$ cat src/rtl/evo_truth_table_tester.sv
// Purpose: sequential truth-table harness for an evolved combinational circuit; drives every
//          input vector, waits for settling, samples the output to detect oscillation, scores vs target.
// Latency: done pulses (2**NUM_INPUTS)*(SETTLE_CYCLES+NUM_SAMPLES+2) cycles after start is accepted.
// Backpressure: none; start is only honoured in IDLE, start while busy is ignored.
//
// Ports:
//   i_clk, i_rst_n       clock, synchronous active-low reset
//   i_start              begin a run (IDLE only)
//   i_expected           target truth table, bit v = required output for vector v (latched at start)
//   o_dut_in             registered vector driven to the evolved circuit
//   i_dut_out            evolved circuit output (asynchronous, synchronised here)
//   o_busy, o_done       run in progress / one-cycle end-of-run pulse
//   o_pass_mask          bit v = vector v was stable and correct
//   o_mismatch_count     vectors stable but wrong
//   o_unstable_count     vectors whose samples disagreed
//   o_score              passing vectors
module evo_truth_table_tester #(
    parameter int NUM_INPUTS    = 4,
    parameter int SETTLE_CYCLES = 4,
    parameter int NUM_SAMPLES   = 8
) (
    input  logic                       i_clk,
    input  logic                       i_rst_n,
    input  logic                       i_start,
    input  logic [2**NUM_INPUTS-1:0]   i_expected,
    output logic [NUM_INPUTS-1:0]      o_dut_in,
    input  logic                       i_dut_out,
    output logic                       o_busy,
    output logic                       o_done,
    output logic [2**NUM_INPUTS-1:0]   o_pass_mask,
    output logic [NUM_INPUTS:0]        o_mismatch_count,
    output logic [NUM_INPUTS:0]        o_unstable_count,
    output logic [NUM_INPUTS:0]        o_score
);

    localparam int NV   = 2**NUM_INPUTS;
    localparam int CMAX = (SETTLE_CYCLES > NUM_SAMPLES) ? SETTLE_CYCLES : NUM_SAMPLES;
    localparam int CW   = (CMAX > 1) ? $clog2(CMAX) : 1;
    localparam int OW   = $clog2(NUM_SAMPLES + 1);

    localparam logic [CW-1:0]         CNT_ONE    = CW'(1);
    localparam logic [CW-1:0]         SETTLE_LD  = CW'(SETTLE_CYCLES - 1);
    localparam logic [CW-1:0]         SAMPLE_LD  = CW'(NUM_SAMPLES - 1);
    localparam logic [NUM_INPUTS:0]   RES_ONE    = (NUM_INPUTS + 1)'(1);
    localparam logic [NUM_INPUTS-1:0] VEC_ONE    = NUM_INPUTS'(1);
    localparam logic [NUM_INPUTS-1:0] VEC_LAST   = {NUM_INPUTS{1'b1}};
    localparam logic [OW-1:0]         ONES_FULL  = OW'(NUM_SAMPLES);

    typedef enum logic [2:0] {
        S_IDLE,
        S_APPLY,
        S_SETTLE,
        S_SAMPLE,
        S_EVAL,
        S_DONE
    } state_t;

    state_t                 r_state;
    state_t                 w_next;

    logic [NV-1:0]          r_expected;
    logic [NUM_INPUTS-1:0]  r_vec;
    logic [NUM_INPUTS-1:0]  r_dut_in;
    logic [CW-1:0]          r_cnt;
    logic [OW-1:0]          r_ones;
    logic                   r_sync1;
    logic                   r_sync2;
    logic                   r_busy;
    logic                   r_done;
    logic [NV-1:0]          r_pass_mask;
    logic [NUM_INPUTS:0]    r_mismatch;
    logic [NUM_INPUTS:0]    r_unstable;
    logic [NUM_INPUTS:0]    r_score;

    logic                   w_last_vec;
    logic                   w_cnt_zero;
    logic                   w_all_zero;
    logic                   w_all_one;
    logic                   w_stable;

    assign w_last_vec = (r_vec == VEC_LAST);
    assign w_cnt_zero = (r_cnt == '0);
    assign w_all_zero = (r_ones == '0);
    assign w_all_one  = (r_ones == ONES_FULL);
    assign w_stable   = w_all_zero | w_all_one;

    // Two-flop synchroniser: the evolved circuit may contain combinational loops
    // and is treated as fully asynchronous to i_clk.
    always_ff @(posedge i_clk) begin
        if (!i_rst_n) begin
            r_sync1 <= 1'b0;
            r_sync2 <= 1'b0;
        end else begin
            r_sync1 <= i_dut_out;
            r_sync2 <= r_sync1;
        end
    end

    always_ff @(posedge i_clk) begin
        if (!i_rst_n) begin
            r_state <= S_IDLE;
        end else begin
            r_state <= w_next;
        end
    end

    always_comb begin
        w_next = r_state;
        case (r_state)
            S_IDLE:   if (i_start) w_next = S_APPLY;
            S_APPLY:  w_next = S_SETTLE;
            S_SETTLE: if (w_cnt_zero) w_next = S_SAMPLE;
            S_SAMPLE: if (w_cnt_zero) w_next = S_EVAL;
            S_EVAL:   w_next = w_last_vec ? S_DONE : S_APPLY;
            S_DONE:   w_next = S_IDLE;
            default:  w_next = S_IDLE;
        endcase
    end

    always_ff @(posedge i_clk) begin
        if (!i_rst_n) begin
            r_expected  <= '0;
            r_vec       <= '0;
            r_dut_in    <= '0;
            r_cnt       <= '0;
            r_ones      <= '0;
            r_busy      <= 1'b0;
            r_done      <= 1'b0;
            r_pass_mask <= '0;
            r_mismatch  <= '0;
            r_unstable  <= '0;
            r_score     <= '0;
        end else begin
            case (r_state)
                S_IDLE: begin
                    // Results from the previous run stay visible until a new start.
                    if (i_start) begin
                        r_expected  <= i_expected;
                        r_vec       <= '0;
                        r_ones      <= '0;
                        r_cnt       <= '0;
                        r_pass_mask <= '0;
                        r_mismatch  <= '0;
                        r_unstable  <= '0;
                        r_score     <= '0;
                        r_busy      <= 1'b1;
                    end
                end
                S_APPLY: begin
                    r_dut_in <= r_vec;
                    r_cnt    <= SETTLE_LD;
                end
                S_SETTLE: begin
                    // Settle and sample phases share one down-counter.
                    if (w_cnt_zero) r_cnt <= SAMPLE_LD;
                    else            r_cnt <= r_cnt - CNT_ONE;
                end
                S_SAMPLE: begin
                    r_ones <= r_ones + OW'(r_sync2);
                    if (!w_cnt_zero) r_cnt <= r_cnt - CNT_ONE;
                end
                S_EVAL: begin
                    if (!w_stable) begin
                        r_unstable         <= r_unstable + RES_ONE;
                        r_pass_mask[r_vec] <= 1'b0;
                    end else if (w_all_one == r_expected[r_vec]) begin
                        r_pass_mask[r_vec] <= 1'b1;
                        r_score            <= r_score + RES_ONE;
                    end else begin
                        r_mismatch <= r_mismatch + RES_ONE;
                    end
                    r_ones <= '0;
                    if (w_last_vec) r_done <= 1'b1;
                    else            r_vec  <= r_vec + VEC_ONE;
                end
                S_DONE: begin
                    r_done <= 1'b0;
                    r_busy <= 1'b0;
                end
                default: begin
                    r_done <= 1'b0;
                    r_busy <= 1'b0;
                end
            endcase
        end
    end

    assign o_dut_in         = r_dut_in;
    assign o_busy           = r_busy;
    assign o_done           = r_done;
    assign o_pass_mask      = r_pass_mask;
    assign o_mismatch_count = r_mismatch;
    assign o_unstable_count = r_unstable;
    assign o_score          = r_score;

endmodule

$ cat config.mk
export PLATFORM = sky130hd
export DESIGN_NAME = evo_truth_table_tester
export DESIGN_NICKNAME = d
export VERILOG_FILES = /design/src/rtl/evo_truth_table_tester.sv
export SDC_FILE = /design/constraint.sdc
export NUM_CORES = 1
export LEC_CHECK = 0
export CAP_MARGIN = 10
export CORE_MARGIN = 2
export CORE_UTILIZATION = 49
export DETAILED_ROUTE_END_ITERATION = 10
export DONT_BUFFER_PORTS = 1
export PLACE_DENSITY = 0.73
export SETUP_SLACK_MARGIN = 0.2
export SKIP_CTS_REPAIR_TIMING = 1
export SLEW_MARGIN = 20
export SYNTH_ARGS = -nofsm -noshare
export SYNTH_HDL_FRONTEND = slang
export SYNTH_SLANG_ARGS = --single-unit
$ cat constraint.sdc
create_clock -name i_clk -period 3.52 [get_ports i_clk]
set_clock_uncertainty 0.2 [all_clocks]
set_input_delay 1.056 -clock i_clk [delete_from_list [all_inputs] [get_ports i_clk]]
set_output_delay 1.056 -clock i_clk [all_outputs]
set_load 0.05 [all_outputs]
After elaboration in Yosys (flattened, before gate mapping)
Cells that the tools add are included.
Cells by class
  reduce and logical (&&, ||, !) cells: 20
  eq/ne operators: 18
  bitwise logic cells: 6
  add/subtract/negate cells: 6
  shifts and indexed selects: 0
  $mul: 0
  muxes and demuxes: 34
  divide/modulo/power cells: 0
  magnitude comparators: 2
Operators by type and width (number)
  $mux W16: 3
  $pmux W16 S2: 1
  $mux W5: 6
  $pmux W5 S2: 3
  $mux W3: 7
  $ne A2 B2 Y1 const B: 10
  $and A16 B16 Y16: 1
  $not A16 Y16: 1
  $or A16 B16 Y16: 1
  $add A5 B1 Y5 const B: 3
  $pmux W3 S5: 1
  $reduce_and A3 Y1: 5
  $pmux W3 S4: 1
  $pmux W4 S3: 1
  $eq A4 B4 Y1 const B: 2
  $mux W4: 2
  $pmux W4 S2: 1
  $reduce_and A2 Y1: 4
  $reduce_and A4 Y1: 2
  $reduce_or A4 Y1: 2
  $eq A3 B2 Y1 const B: 2
  $logic_not A3 Y1: 2
  $lt A4 B5 Y1 const B: 1
  $add A4 B1 Y4: 1
  18 further kinds: 23
Storage, ports and cells
  flip-flop bits (word level): 69
  ROM bits: 0
  latch bits: 0
  input bits: 20
  RAM bits: 0
  logic and storage cells: 100
  memories kept: 0

Depth between registers and ports, before layout
Gate-level depths: netlist of the first run.
  depth in word-level cells: 8
  gate-level depth with buffers: 8
  mapped depth without buffers: 7

Worst setup path after synthesis of the first run
OpenSTA, ideal clock, no wires.
  path type: input port to flip-flop
  start: input i_start
  end: register r_mismatch[4], in the netlist o_mismatch_count[4]
  buffers on the path: 2
  arrival: 2.459 ns
  stages: 6
  slack: 0.737 ns
  data required time: 3.197 ns
  path through: or4b_2 > clkbuf_1 > nand2_1 > clkbuf_1 > nor2_1 > mux2_1
On the way
  longest elaborated chain between the ends: 2
RTL lines
  from (decl): line 24  | input logic i_start,
  $ne A2 B2 Y1 (no line)
  $reduce_and A4 Y1 (no line)
  to (signal assigned): line 170  | r_mismatch <= r_mismatch + RES_ONE;
  to (decl): line 71  | logic [NUM_INPUTS:0] r_mismatch;
No other way between the ends.
A chain may end at the register's enable or synchronous reset.

Worst setup path in the final report of the first run
  start: register r_vec[1]
  end: register r_pass_mask[12], in the netlist o_pass_mask[12]
On the way
  longest elaborated chain between the ends: 8
RTL lines
  from (decl): line 62  | logic [NUM_INPUTS-1:0] r_vec;
  from (signal assigned): line 174  | else r_vec <= r_vec + VEC_ONE;
  $lt A4 B5 Y1 (implied by the code) or $ge A4 B1 Y1 (tied branches): line 165, 167
  $logic_and A1 B1 Y1 (implied by the code): line 165, 167
  $mux W1 (implied by the code): line 165, 167
  $demux W1 S4: line 165, 167
  $or A16 B16 Y16 (no line) or $not A16 Y16 (tied branches)
  $mux W16 or $and A16 B16 Y16 (tied branches)
  $mux W16: line 163  | if (!w_stable) begin
  $pmux W16 S2: line 134  | case (r_state)
  to (signal assigned): line 142  | r_pass_mask <= '0;
  to (signal, indexed assignment): line 165  | r_pass_mask[r_vec] <= 1'b0;
  to (signal, indexed assignment): line 167  | r_pass_mask[r_vec] <= 1'b1;
  to (decl): line 70  | logic [NV-1:0] r_pass_mask;
Parallel ways exist; a longest one is shown, timed or not. The select of a mux whose other input is x is not followed.

==> metrics.txt, run 1 <==
status=finished, final reports clean; ys flop type=dfxtp_1; Die Y=87.4 um; syn avg cell area=8.35 sq um; worst path required time=3590 ps; first-pass GRT wire length=12700 um; RSZ-0062 raised after global routing=no; asr flop ratio synth=0; Arr. time, crit path=2920 ps; pin count of the biggest net entering global routing=22; vias in the first global route=2610; Total Routed Length=7650 um; Top cell by count, worst path=mux4_2; min Tclk post-route=2860 ps; vias per inst=6.04; setup TNS=0 ps; Synth cell types=49; Final Hold Viols=0; R2R Setup Slk=660 ps; reg2reg path depth=5; clk slew on worst S/H paths=80 ps; P&R area growth vs syn=7.86%; Antenna Cells=0; H-tree depth=3; yosys warns=0; hold crit path type=reg -> reg; Lkg Pwr=0.00129 uW; Post-synth EDFFs=0; nets@finish=425; total core area=6760 sq um; synthesized net count=439; Seq cells post-synth=69; family with the most delay on the worst path=multiplexers; Max Fclk=0.350 GHz; slowest CP cell=mux4_2; measured slew at the worst slew-check pin=787 ps; top-area cell type share of the netlist area=0.405; Initial DRC Count=228; register area share after synthesis=0.405; DRC viols=0; routed length per placed instance=16.0 um; routability cong.=0.840; Longest Clk Path Bufs=2; endpoints failing setup=0; via count=2894; port bufs=0; Max-Cap Viols=0; CP max stage delay=570 ps; Worst Setup Start Kind=flop; crit path cell chain=mux4_2 -> mux4_2 -> xor2_2 -> a21oi_4 -> a311oi_1; slew margin rel.=0.475; Remaining Overflow, GRT=0; Sink Count=69; DP HPWL=5320 um; layout cells sized above 1=0.0952; Worst Path Max Fanout=14; CP Depth=5; CTS buffer count=9; Ports=57; Hold Slack=235 ps; post-route clock period utilization=0.812; CTS tree=done; worst vdd ir=0.000241 V; Site Rows=30; initial antenna violation count=0; synth top area cells=dfxtp_1, a21oi_1, nand2_1, ha_1, mux4_2; initial core utilization=0.504; worst path buffer plus inverter count=0; CTS root buffer=clkbuf_8; area leader, netlist=dfxtp_1; crit path kind=reg -> reg; critical path endpoint category=flop; PwrDens=485 nW/um^2; clock insertion delay at the later pin of the skew report=350 ps; drt pass-1 iters=4; Mapped Area=3410 sq um; Die Wd=87.4 um; hold path depth=1; post-route ant nets=0; fin. max-slew vios=0; Overall Global Routing Usage=0.210; Die Area=7640 sq um; Mapped Cells=408
-- through the flow --
step | total power, uW | std cells | instance area (sq um) | util | worst slack, ps
finish | 1780 | 479 | 3680 | 0.544 | 662
global route | 1860 | 479 | 3680 | 0.544 | 464
CTS | 1800 | 479 | 3680 | 0.544 | 622
detailed placement | 1060 | 463 | 3440 | 0.509 | 614
global placement | 1050 | 463 | 3440 | 0.509 | 713
floorplan | 1020 | 408 | 3410 | - | 737
-- synthesized netlist by cell type, types with 4 or more instances --
library cell,n
dfxtp_1,69
nand2_1,66
a21oi_1,54
clkbuf_1,28
nor2_1,28
nand3_1,15
ha_1,11
a211oi_1,10
inv_1,10
mux2i_1,10
nor3_1,10
a41oi_1,8
xor2_1,8
and3_1,7
o211ai_1,6
mux4_2,5
nand4_1,5
nor2b_1,5
a311oi_1,4
and2_1,4
-- layer usage --
layer,vias to the layer above,GRT usage,share of wire
li1,1432,-,-
met1,1383,0.279,0.46
met2,69,0.320,0.47
met3,10,0.0749,0.061
met4,0,0.0643,0.014
met5,-,0,0
-- flip-flops by register name, summed over array words and instances, names as in the netlist, 4 cells and up --
name,count
o_pass_mask,16
r_expected,16
o_mismatch_count,5
o_score,5
o_unstable_count,5
o_dut_in,4
r_ones,4
r_vec,4
-- cells by family (layout without fill, tap and decap cells) --
| logic type | Yosys count | count (layout) | share of synthesized area |
|---|---|---|---|
| DFF | 69 | 69 | 0.405 |
| muxes | 17 | 17 | 0.0690 |
| xor gates and xnor gates | 12 | 12 | 0.0330 |
| adders and majority gates | 11 | 11 | 0.0404 |
| buffers and inverters | 43 | 34 | 0.0496 |
| AOI/OAI and AO/OA | 103 | 103 | 0.196 |
| and+or+nand+nor | 153 | 153 | 0.206 |
-- cells in the final DEF (no fill, tap or decap), types with 2 or more instances in the layout --
| cell | n |
|---|---|
| mux2i_1 | 10 |
| a311oi_1 | 4 |
| and2_1 | 4 |
| dfxtp_1 | 69 |
| o221a_1 | 2 |
| o211ai_1 | 6 |
| xnor2_1 | 3 |
| ha_1 | 11 |
| nor2_1 | 28 |
| or2_2 | 3 |
| a211oi_1 | 10 |
| nand4b_1 | 2 |
| inv_1 | 10 |
| a41oi_1 | 8 |
| bufinv_16 | 2 |
| and3_1 | 7 |
| nor3_1 | 9 |
| xor2_1 | 8 |
| buf_4 | 8 |
| or3_1 | 2 |
| a21oi_1 | 54 |
| nand2b_1 | 2 |
| o21ai_0 | 2 |
| nand4_1 | 5 |
| clkinvlp_4 | 3 |
| nand3_1 | 15 |
| mux4_2 | 5 |
| a31oi_1 | 3 |
| o31ai_1 | 3 |
| nor2b_1 | 5 |
| clkbuf_8 | 11 |
| nand2_1 | 66 |
| o221ai_1 | 2 |
-- cell type report --
cell class	count	area, sq um
fill	622	3080
sequential	69	1380
inverter	10	37.5
clock buffer	11	151
multi-input combinational	296	1860
timing repair buffer	8	60.1
tap	80	100
clock inverter	5	82.6
-- power by group --
group | internal [uW] | leakage, uW | total [uW] | switching [uW]
clock network | 437 | 0.000108 | 745 | 308
logic | 72.1 | 0.000622 | 197 | 125
registers | 808 | 0.000560 | 842 | 34.0
-- worst paths after layout --
path                                                      to             startpoint
worst min register to register            r_sync2$_SDFF_PN0_     r_sync1$_SDFF_PN0_
worst max register to register  o_pass_mask[12]$_SDFFE_PN0P_  r_vec[1]$_SDFFE_PN0P_
worst max-delay path            o_pass_mask[12]$_SDFFE_PN0P_  r_vec[1]$_SDFFE_PN0P_
worst min-delay path                      r_sync2$_SDFF_PN0_     r_sync1$_SDFF_PN0_
No activity file was read; power rests on OpenSTA's default activity.
==> run 2: changes to the inputs <==
==> constraint.sdc (replaced) <==
create_clock -name i_clk -period 3 [get_ports i_clk]
set_clock_uncertainty 0.2 [all_clocks]
set_input_delay 0.9 -clock i_clk [delete_from_list [all_inputs] [get_ports i_clk]]
set_output_delay 0.9 -clock i_clk [all_outputs]
set_load 0.05 [all_outputs]
==> run 2 against run 1 <==
First-iteration DRC count is 13% lower; sequential power rose by 17%; hold slack gained 1.8 ps; clock-buffer cell count shrank 2; register-to-register slack got worse by 250 ps; global-route usage is 0.33 points lower; setup slack got worse by 250 ps; die area is the same; non-clock buffer count increased by 8; via count down 0.14%; sequential share of layout area down 1.2 points; cell count up 1.7%.
==> metrics.txt, run 2 (synthesis gave the netlist of run 1 again) <==
status=finished, final reports clean; worst path buffer plus inverter count=1 (+1); reg2reg path depth=6 (+1); post-route clock period utilization=0.863 (+0.0516); DRC viols=0 (unchanged); PwrDens=589 nW/um^2 (+21%); Worst R2R End=o_mismatch_count[0]$_SDFFE_PN0P_; Worst Path Max Fanout=8 (-6); Die Area=7640 sq um (unchanged); layout cells sized above 1=0.118 (+0.0227); DP HPWL=5290 um (-0.57%); Overall Global Routing Usage=0.207 (-0.00331); Max-Cap Viols=0 (unchanged); Worst Setup Start Kind=flop; Initial DRC Count=199 (-13%); FF/Latch Area=1380 sq um (about the same); P_sw=553 uW (+18%); H-tree depth=3 (unchanged); clk slew on worst S/H paths=80 ps (about the same); crit path kind=reg -> reg; Die Wd=87.4 um (unchanged); R2R Setup Slk=410 ps (-250 ps); Die Y=87.4 um (unchanged); combinational share of power=0.113 (+0.003); Worst Hold Endpoint=r_sync2$_SDFF_PN0_; first-pass GRT wire length=12400 um (-2.4%); worst path required time=3080 ps (-510 ps); Hold Slack=236 ps (+1.84 ps); CTS buffer count=9 (unchanged); total core area=6760 sq um (unchanged); hold path depth=1 (unchanged); Ports=57 (unchanged); RSZ-0062 raised after global routing=no; post-route ant nets=0 (unchanged); Fillers=638 (+2.6%); hold wc startpoint=r_sync1$_SDFF_PN0_; Multi-input gate area=1880 sq um (+1.0%); nets@finish=433 (+1.9%); Remaining Overflow, GRT=0 (unchanged); Max Fclk=0.386 GHz (+10%); Placed Instances=465 (+0.43%); measured slew at the worst slew-check pin=666 ps (-121 ps); family with the most delay on the worst path=multiplexers; routed length per placed instance=15.9 um (-0.63%); Layout Cells excl Fill=487 (+1.7%); Site Rows=30 (unchanged); Internal=1680 uW (+28%); worst r2r src=r_vec[1]$_SDFFE_PN0P_; routability cong.=0.843 (+0.38%); Longest Clk Path Bufs=2 (unchanged); endpoints failing setup=0 (unchanged); clock insertion delay at the later pin of the skew report=350 ps (about the same); Lkg Pwr=0.00136 uW (+5.6%); critical path endpoint category=flop; Clk pwr share=0.445 (+0.027); vias per inst=5.93 (-1.8%); drt pass-1 iters=5 (+1); vias in the first global route=2618 (+0.31%); CP max stage delay=580 ps (about the same); port bufs=0 (unchanged); initial antenna violation count=0 (unchanged); commonest non-fill, non-tap cell in the layout=dfxtp_1; setup TNS=0 ps (unchanged); Util after Layout=0.562 (+0.0178); CTS tree=done; P&R area growth vs syn=11.4%; hold crit path type=reg -> reg; slowest CP cell=mux4_2; worst vdd ir=0.000302 V (+25%); via count=2890 (-0.14%); CTS root buffer=clkbuf_8; slew margin rel.=0.555 (+0.0798); Flop pwr share=0.442 (-0.030); Total Routed Length=7730 um (+1.0%); Sink Count=69 (unchanged); most frequent cells in the layout=dfxtp_1, nand2_1, a21oi_1; pin count of the biggest net entering global routing=36 (+64%); Final Hold Viols=0 (unchanged); switch share=0.248 (-0.0142); Antenna Cells=0 (unchanged); fin. max-slew vios=0 (unchanged); min Tclk post-route=2590 ps (-267 ps); crit path cell chain=mux4_2 -> mux4_2 -> xnor2_2 -> buf_4 -> or3_1 -> a21oi_1; Top cell by count, worst path=mux4_2; Arr. time, crit path=2680 ps (-240 ps); initial core utilization=0.504 (unchanged)
[run 2: cell types whose count changed in the layout (fill, tap and decap cells not counted), sizes merged]
cell      before  now
buf            8   16
bufinv         2    4
clkbuf        11    9
clkinv         0    2
clkinvlp       3    1
[run 2: worst max path at each step]
stage                           from                               end  slack [ps]  cells after the start
6_report       r_vec[1]$_SDFFE_PN0P_  o_mismatch_count[0]$_SDFFE_PN0P_         410                      6
3_5_place_dp   r_vec[1]$_SDFFE_PN0P_      o_pass_mask[14]$_SDFFE_PN0P_         260                      5
3_3_place_gp   r_vec[1]$_SDFFE_PN0P_      o_pass_mask[14]$_SDFFE_PN0P_         300                      5
5_1_grt        r_vec[1]$_SDFFE_PN0P_           o_score[4]$_SDFFE_PN0P_         280                      6
4_1_cts        r_vec[1]$_SDFFE_PN0P_      o_pass_mask[14]$_SDFFE_PN0P_         250                      5
2_1_floorplan  r_vec[1]$_SDFFE_PN0P_      o_pass_mask[13]$_SDFFE_PN0P_         340                      7
[run 2: final cells by class]
class / instances / share of cell area
Clock inverter: 7 / 0.0363
Clock buffer: 9 / 0.0326
Tap cell: 80 / 0.0264
Sequential cell: 69 / 0.364
Timing Repair Buffer: 16 / 0.0349
Inverter: 10 / 0.00989
Multi-Input combinational cell: 296 / 0.496
[run 2: power by group through the flow]
stage               registers [uW]  clock network (uW)  logic [uW]
finish                         988                 994         252
global route                   992                1050         281
CTS                            987                1010         235
detailed placement            1010                   0         234
global placement              1010                   0         228
floorplan                      988                   0         204
[run 2: through the flow]
| stage | area (sq um) | power [uW] | setup WS (ps) |
|---|---|---|---|
| after global routing | 3800 | 2320 | 280 |
| after floorplan | 3410 | 1190 | 342 |
| after detailed placement | 3470 | 1240 | 256 |
| after CTS | 3730 | 2230 | 249 |
| final | 3800 | 2230 | 410 |
| after global placement | 3470 | 1240 | 301 |
[run 2: routing by layer]
layer | global-route usage | share of wire
met4 | 0.0699 | 0.017
met3 | 0.0711 | 0.068
met5 | 0 | 0
met1 | 0.261 | 0.43
met2 | 0.330 | 0.48
[run 2: worst register-to-register path, stage by stage, from the launching register on]
cell,delay [ps]
dfxtp_2,400
mux4_2,520
mux4_2,580
xnor2_2,190
buf_4,190
or3_1,300
a21oi_1,140
==> run 3: changes to the inputs <==
--- a/config.mk
+++ b/config.mk
@@ -10,7 +10,7 @@
 export CORE_UTILIZATION = 49
 export DETAILED_ROUTE_END_ITERATION = 10
 export DONT_BUFFER_PORTS = 1
-export PLACE_DENSITY = 0.73
+export PLACE_DENSITY = 0.76
 export SETUP_SLACK_MARGIN = 0.2
 export SKIP_CTS_REPAIR_TIMING = 1
 export SLEW_MARGIN = 20
==> run 3 against run 2 <==
Clock power fell by 3.2%; highest routed layer unchanged; core utilization fell by 0.46 points; combinational power fell by 4%; critical path depth fell by 1; register-to-register slack got worse by 20 ps; sequential share of layout area rose by 0.30 points; cell count fell by 0.82%; largest power group is now sequential cells; setup slack got worse by 17 ps; sequential cell count did not move.
==> metrics.txt, run 3 (synthesis gave the netlist of run 1 again) <==
Internal=1660 uW (-1.2%); fin. max-slew vios=0 (unchanged); Total Routed Length=7720 um (about the same); slew margin rel.=0.568 (+0.0128); commonest non-fill, non-tap cell in the layout=dfxtp_1; Arr. time, crit path=2640 ps (-40 ps); Util after Layout=0.557 (-0.00463); worst path required time=3030 ps (-50 ps); DP HPWL=5320 um (+0.65%); worst vdd ir=0.000397 V (+31%); nets@finish=429 (-0.92%); endpoints failing setup=0 (unchanged); initial antenna violation count=0 (unchanged); DRC viols=0 (unchanged); P_sw=533 uW (-3.7%); Layout Cells excl Fill=483 (-0.82%); Max Fclk=0.384 GHz (-0.64%); routability cong.=0.818 (-3.0%); hold crit path type=reg -> reg; Placed Instances=465 (unchanged); critical path endpoint category=flop; first-pass GRT wire length=12600 um (+2.1%); Ports=57 (unchanged); measured slew at the worst slew-check pin=646 ps (-20.2 ps); initial core utilization=0.504 (unchanged); Final Hold Viols=0 (unchanged); Die Wd=87.4 um (unchanged); combinational share of power=0.111 (-0.002); clk slew on worst S/H paths=70 ps (about the same); RSZ-0062 raised after global routing=no; post-route ant nets=0 (unchanged); min Tclk post-route=2610 ps (+16.7 ps); Die Area=7640 sq um (unchanged); Flop pwr share=0.450 (+0.008); CTS tree=done; drt pass-1 iters=4 (-1); Clk pwr share=0.439 (-0.006); Worst Setup Start Kind=flop; Fillers=623 (-2.4%); crit path cell chain=mux4_2 -> mux4_2 -> xnor2_2 -> nor3_1 -> mux2_1; Antenna Cells=0 (unchanged); Top cell by count, worst path=mux4_2; Overall Global Routing Usage=0.210 (+0.00272); FF/Latch Area=1380 sq um (unchanged); vias in the first global route=2689 (+2.7%); H-tree depth=3 (unchanged); routed length per placed instance=16.0 um (+0.78%); layout cells sized above 1=0.107 (-0.0112); Longest Clk Path Bufs=2 (unchanged); switch share=0.243 (-0.00472); post-route clock period utilization=0.869 (+0.00558); Multi-input gate area=1890 sq um (+0.47%); via count=2881 (-0.31%); Power, Total=2190 uW (-1.8%); status=finished, final reports clean; pin count of the biggest net entering global routing=32 (-11%); vias per inst=5.96 (+0.51%); Sink Count=69 (unchanged); Remaining Overflow, GRT=0 (unchanged); port bufs=0 (unchanged); Max-Cap Viols=0 (unchanged); setup TNS=0 ps (unchanged); CTS root buffer=clkbuf_8; clock insertion delay at the later pin of the skew report=350 ps (about the same); Lkg Pwr=0.00134 uW (-1.7%); Initial DRC Count=192 (-3.5%); Die Y=87.4 um (unchanged); PwrDens=582 nW/um^2 (-1.0%); Site Rows=30 (unchanged); Hold Slack=238 ps (+1.13 ps); Worst Path Max Fanout=6 (-2); CTS buffer count=9 (unchanged); most frequent cells in the layout=dfxtp_1, nand2_1, a21oi_1; crit path kind=reg -> reg; slowest CP cell=mux4_2; P&R area growth vs syn=10.5%; total core area=6760 sq um (unchanged); CP max stage delay=590 ps (about the same)
==> run 3: cell types whose count changed in the layout (fill, tap and decap cells not counted) <==
cell and change:
buf_4 -5, clkbuf_8 +3, clkinv_2 -2, a21oi_2 +1, bufinv_16 -1, clkbuf_1 +1
clkinvlp_4 -1
==> run 3: area by class of cell <==
cell class                 instances  area share
multi-input combinational        297       0.502
clock buffer                      13      0.0449
inverter                          10     0.00997
clock inverter                     3      0.0239
timing repair buffer              11      0.0253
tap                               80      0.0266
sequential                        69       0.367
==> run 3: through the flow <==
step / worst slack, ps / instance area [sq um]
finish: 393 / 3760
global route: 307 / 3760
CTS: 204 / 3730
detailed placement: 216 / 3470
global placement: 305 / 3470
floorplan: 342 / 3410
==> run 3: final timing paths <==
path	to	start	cells after the start	slack, ps
worst max-delay path	o_mismatch_count[4]$_SDFFE_PN0P_	r_vec[1]$_SDFFE_PN0P_	5	390
worst min-delay path	r_sync2$_SDFF_PN0_	r_sync1$_SDFF_PN0_	1	240
worst max register to register	o_mismatch_count[4]$_SDFFE_PN0P_	r_vec[1]$_SDFFE_PN0P_	5	390
worst min register to register	r_sync2$_SDFF_PN0_	r_sync1$_SDFF_PN0_	1	240
==> run 3: routing by layer <==
layer / vias to the layer above / share of wire / track usage
li1: 1432 / - / -
met2: 94 / 0.48 / 0.343
met3: 13 / 0.079 / 0.0711
met4: 0 / 0.013 / 0.0685
met5: - / 0 / 0
met1: 1342 / 0.43 / 0.259
==> run 3: power by group through the flow <==
| stage | clock network (uW) | registers [uW] | logic (uW) |
|---|---|---|---|
| final | 962 | 988 | 243 |
| after global routing | 1030 | 992 | 273 |
| after CTS | 980 | 988 | 236 |
| after detailed placement | 0 | 1010 | 233 |
| after global placement | 0 | 1010 | 227 |
| after floorplan | 0 | 988 | 204 |
==> run 3: worst max-delay path, delay by kind of cell, from the launching register on <==
| kind | cells | cell delay, ps |
|---|---|---|
| xor gates and xnor gates | 1 | 210 |
| DFF | 1 | 410 |
| muxes | 3 | 1450 |
| and+or+nand+nor | 1 | 230 |
